===== src/rtl/piso_tx_pkg.sv =====
// Shared types and constants for the piso_tx_ctrl serializer.
// The PARITY state is only reachable when PISO_TX_PARITY_EN is defined.
package piso_tx_pkg;

  typedef enum logic [1:0] {
    IDLE   = 2'd0,
    SHIFT  = 2'd1,
    PARITY = 2'd2
  } state_t;

  localparam logic REQ0 = 1'b0;
  localparam logic REQ1 = 1'b1;

  // Bit-counter width; it must be able to hold WIDTH-1.
  function automatic int piso_cnt_w(input int width);
    return (width < 2) ? 1 : $clog2(width);
  endfunction

endpackage


===== src/rtl/piso_shift_reg.sv =====
// WIDTH-bit parallel-load, MSB-first left shifter with zero fill.
// Load takes priority over shift.
module piso_shift_reg #(
  parameter int WIDTH = 8
) (
  input  logic             clk,
  input  logic             load,
  input  logic             shift,
  input  logic [WIDTH-1:0] din,
  output logic             msb
);

  logic [WIDTH-1:0] sr_p0;

  always_ff @(posedge clk) begin
    if (load) begin
      sr_p0 <= din;
    end else if (shift) begin
      sr_p0 <= {sr_p0[WIDTH-2:0], 1'b0};
    end
  end

  assign msb = sr_p0[WIDTH-1];

endmodule


===== src/rtl/piso_tx_ctrl.sv =====
// Two-requester round-robin serializer: grants one word, sends it MSB-first.
// Define PISO_TX_PARITY_EN to append an even-parity bit after each frame.
module piso_tx_ctrl
  import piso_tx_pkg::*;
#(
  parameter int WIDTH = 8
) (
  input  logic             clk,
  input  logic             rst,
  input  logic             req0_valid,
  input  logic [WIDTH-1:0] req0_data,
  output logic             req0_ready,
  input  logic             req1_valid,
  input  logic [WIDTH-1:0] req1_data,
  output logic             req1_ready,
  output logic             ser_out,
  output logic             ser_valid,
  output logic             ser_last,
  output logic             ser_src,
  output logic             busy
);

  localparam int CW = piso_cnt_w(WIDTH);

  state_t           state, state_d;
  logic [CW-1:0]    cnt, cnt_d;
  logic             ptr;
  logic             grant;
  logic             accept;
  logic             last_d;
  logic [WIDTH-1:0] win;
  logic [WIDTH-1:0] sr_din;
  logic             sr_load;
  logic             sr_shift;
`ifdef PISO_TX_PARITY_EN
  logic             par_q;
`endif

  // Contention goes to ptr; a lone requester wins regardless of ptr.
  always_comb begin
    grant = REQ0;
    if (req0_valid && req1_valid) begin
      grant = ptr;
    end else if (req1_valid) begin
      grant = REQ1;
    end
  end

  assign req0_ready = (state == IDLE) && !rst && (grant == REQ0) && req0_valid;
  assign req1_ready = (state == IDLE) && !rst && (grant == REQ1) && req1_valid;
  assign accept     = req0_ready || req1_ready;
  assign win        = (grant == REQ1) ? req1_data : req0_data;

  always_comb begin
    state_d  = state;
    cnt_d    = cnt;
    sr_load  = 1'b0;
    sr_shift = 1'b0;
    sr_din   = win;
    case (state)
      IDLE: begin
        if (accept) begin
          state_d = SHIFT;
          cnt_d   = CW'(WIDTH - 1);
          sr_load = 1'b1;
        end
      end
      SHIFT: begin
        sr_shift = 1'b1;
        cnt_d    = cnt - CW'(1);
        if (cnt == '0) begin
`ifdef PISO_TX_PARITY_EN
          // Reuse the drained shifter to present the parity bit as its MSB.
          state_d = PARITY;
          sr_load = 1'b1;
          sr_din  = {par_q, {(WIDTH-1){1'b0}}};
`else
          state_d = IDLE;
`endif
        end
      end
`ifdef PISO_TX_PARITY_EN
      PARITY: begin
        state_d = IDLE;
      end
`endif
      default: begin
        state_d = IDLE;
      end
    endcase
    // Clearing the shifter on reset keeps ser_out at 0 without gating it.
    if (rst) begin
      sr_load  = 1'b1;
      sr_shift = 1'b0;
      sr_din   = '0;
    end
`ifdef PISO_TX_PARITY_EN
    last_d = (state_d == PARITY);
`else
    last_d = (state_d == SHIFT) && (cnt_d == '0);
`endif
  end

  always_ff @(posedge clk) begin
    if (rst) begin
      state     <= IDLE;
      cnt       <= '0;
      ptr       <= REQ0;
      ser_src   <= REQ0;
      ser_valid <= 1'b0;
      busy      <= 1'b0;
      ser_last  <= 1'b0;
    end else begin
      state     <= state_d;
      cnt       <= cnt_d;
      ser_valid <= (state_d != IDLE);
      busy      <= (state_d != IDLE);
      ser_last  <= last_d;
      if (accept) begin
        ptr     <= ~grant;
        ser_src <= grant;
      end
    end
  end

`ifdef PISO_TX_PARITY_EN
  always_ff @(posedge clk) begin
    if (accept) begin
      par_q <= ^win;
    end
  end
`endif

  piso_shift_reg #(
    .WIDTH(WIDTH)
  ) u_shift (
    .clk  (clk),
    .load (sr_load),
    .shift(sr_shift),
    .din  (sr_din),
    .msb  (ser_out)
  );

endmodule


===== config.mk =====
export PLATFORM = sky130hd
export DESIGN_NAME = piso_tx_ctrl
export DESIGN_NICKNAME = d
export VERILOG_FILES = /design/src/rtl/piso_tx_pkg.sv /design/src/rtl/piso_shift_reg.sv /design/src/rtl/piso_tx_ctrl.sv
export SDC_FILE = /design/constraint.sdc
export NUM_CORES = 1
export LEC_CHECK = 0
export ABC_AREA = 1
export CAP_MARGIN = 20
export CORE_MARGIN = 10
export CORE_UTILIZATION = 41
export DETAILED_ROUTE_END_ITERATION = 16
export GPL_TIMING_DRIVEN = 0
export PLACE_DENSITY = 0.69
export SETUP_SLACK_MARGIN = 0.02
export SLEW_MARGIN = 15
export SYNTH_ARGS = -nofsm -noshare
export SYNTH_HDL_FRONTEND = slang
export SYNTH_HIERARCHICAL = 1
export SYNTH_SLANG_ARGS = --single-unit

===== constraint.sdc =====
create_clock -name clk -period 1.6 [get_ports clk]
set_input_delay 0.32 -clock clk [delete_from_list [all_inputs] [get_ports clk]]
set_output_delay 0.32 -clock clk [all_outputs]
set_load 0.03 [all_outputs]

==> out/results.ini <==
[status]
run_status = finished clean

[placed_design]
dpl.hpwl_um = 1670
finalWeightedCongestion = 0.863
placement.io_buffers = 26
dpl-instance-area_um2 = 1220

[final_layout]
antennaDiodeCount = 0
layout-area-overhead-vs-synth_pct = 39.3
fin_nets = 182
stdcell_area_um2 = 1290
layout-drive-gt1-share_pct = 20.8

[detailed_routing]
drtPass1Iterations = 4
routed_wire_length_per_instance_um = 11.9
routed_wl_um = 2220
via_count = 863
postRouteAntennaNets = 0
drt-initial-drc-count = 21
dr_drc_count = 0
vias_per_cell = 4.61

[floorplan]
die_area_um2 = 4560
initial_standard_cell_utilization_of_the_core_pct = 42.3
dieHeight_um = 67.5
floorplan.core_area_um2 = 2190
io_pins = 27
die_width_um = 67.5
placement_rows = 17

[synthesis]
fraction_of_post_synthesis_cell_area_in_the_top_cell_type_by_area_pct = 25.9
yosysWarningCount = 6
synth_sequential_area_ratio_pct = 45.4
synth_seq_cells = 17
ys_top_cells_by_count = nand2_1, nor2_1, inv_1, dfxtp_1
syn-num-nets = 148
synth.distinct_cells = 22
async_reset_ff_share_pct = 0
synthTopCellsByArea = edfxtp_1, dfxtp_1, nand2_1
post_synth.cell_area_avg_um2 = 7.35
syn_area_um2 = 926
netlist.top_cell.by_area = edfxtp_1
post_synthesis_cells = 126
synth-edff-count = 8
yosys_most_used_dff = dfxtp_1
post-synth-top-count-cell = nand2_1

[sta]
finalMaxSlewViolations = 0
number_of_setup_violations_in_the_final_report = 0
rsz0062_at_grt = true
clock_skew_ns = 0.00112
final.period_utilization_pct = 97.8
fin_setup_tns_ns = 0
maxClockFrequency_ghz = 0.639
timing.final.hold_violations = 0
min_period_ns = 1.56

[pwr]
power_density_normalized_to_cell_area_nw_per_um2 = 767
power_leakage_nw = 0.647
vdd_ir_drop_max_v = 0.000607

[worst_setup_path]
reg2reg_to = u_shift/sr_p0[1]
timing.critical_path.fanout_max = 4
r2r-start = ptr
ff2ff_setup_slack_ns = 0.13
worst_ep_arrival_time_ns = 1.24
cp-startpoint = state[0]
worstSetupEndpointType = primary output
timing.critical_path.required_ns = 1.28
slowest_stage = dfxtp_2
endpoint = req0_ready
max_stage_delay_ns = 0.35
crit_path_frequent_cell = inv_2
timing.reg2reg.worst_path_depth = 8
worstSetupStartpointType = flop
path_class = flop to primary output
crit_path_cell_trace = inv_2 -> nand2_2 -> nor2_4 -> nand3_2 -> inv_2 -> buf_6

[global_route]
track_usage_pct = 10.3
grt_overflow_total = 0
vias_in_the_first_global_route = 865
global_route.usage.met1_pct = 10.9
grt_pass1_wl_um = 3680
groute.layer.met2.usage_pct = 17.3
grt_use_met3_pct = 3.64
grt_antenna_before_repair = 0
largest_net_degree_at_the_start_of_global_routing = 11
grt.busiest_layer = met2

[clock_network]
cts-hold-fix-buffers = 0
clk_latency_ns = 0.28
cts_num_sinks = 17
cts-buffers-inserted = 3
tritoncts = done
cts_buffer_depth = 2
clk_pin_slew_worst_paths_ns = 0.09
ctsRootBufferMaster = clkbuf_4
cts_max_level = 1

[flow_run]
max_cap_violations = 0

[hold_path]
timing.hold.worst.start = rst
min_path_type = input pin to flop

==> state kept, by name, indices dropped and copies added (netlist names) <==
signal         cells
u_shift/sr_p0      8
cnt                3
state              2
busy               1
ptr                1
ser_last           1
ser_src            1
==> placed cells by master, fill, tap and decap left out, types with 7 or more instances in the layout <==
cell type,n
nand2_1,38
nor2_1,20
clkdlybuf4s50_1,16
inv_1,8
inv_2,8
o21ai_0,8
edfxtp_1,8
nand3_1,7
dfxtp_1,7
dlygate4sd2_1,7
==> area by class of cell <==
cell class              instances  area (µm²)
repair buffers                 29         272
flip-flops and latches         17         423
well taps                      28        35.0
multi-input cells              90         450
clock buffers                   4        26.3
inverters                      16        60.1
plain buffers                   3        23.8
fillers                       205         901
==> cells by family after synthesis <==
group	synth area share [%]
fa+ha+maj	2.70
simple gates	34.9
other cells	0.405
buf+inv	8.92
flops	45.4
compound gates	7.70
==> metal layers <==
layer	part of all wire [%]	wire [µm]
met1	44	967
met2	49	1100
met3	6.2	138
met4	0.59	13
met5	0	0
==> where the power goes <==
group	switching [W]	internal (W)
combinational	0.000140	0.000113
sequential	0.0000134	0.000501
clock	0.000125	0.0000968
total	0.000279	0.000711
==> critical path, delay by kind of cell, from the launching register on <==
kind	cells	cell delay, ns
buffers and inverters	3	0.26
flip-flops	1	0.35
AND/OR/NAND/NOR	3	0.35
==> timing repair <==
action | CTS | global route
endpoints found under the hold margin | 0 | 0
setup endpoints to repair | 23 | 17
pin swaps | 2 | 5
resized for setup | 25 | 12
buffers inserted | 1 | 2
==> per-stage QoR <==
step	hold slack, ns	setup slack (ns)	util [%]	instances	power, W
after floorplan	0.389	0.109	-	126	0.000668
after global placement	0.455	-0.777	55.7	180	0.000763
after detailed placement	0.467	-0.786	55.7	180	0.000768
after CTS	0.477	0.00507	57.7	185	0.000999
after global routing	0.352	-0.0281	58.9	187	0.00106
final	0.358	0.0359	58.9	187	0.000989
==> how the worst min path moves through the flow <==
stage               endpoint  depth (start not counted)
floorplan             cnt[0]                          1
global placement     ser_src                          2
detailed placement   ser_src                          2
CTS                  ser_src                          2
global route          cnt[0]                          2
finish                cnt[2]                          2
(Power assumes the default switching activity.)
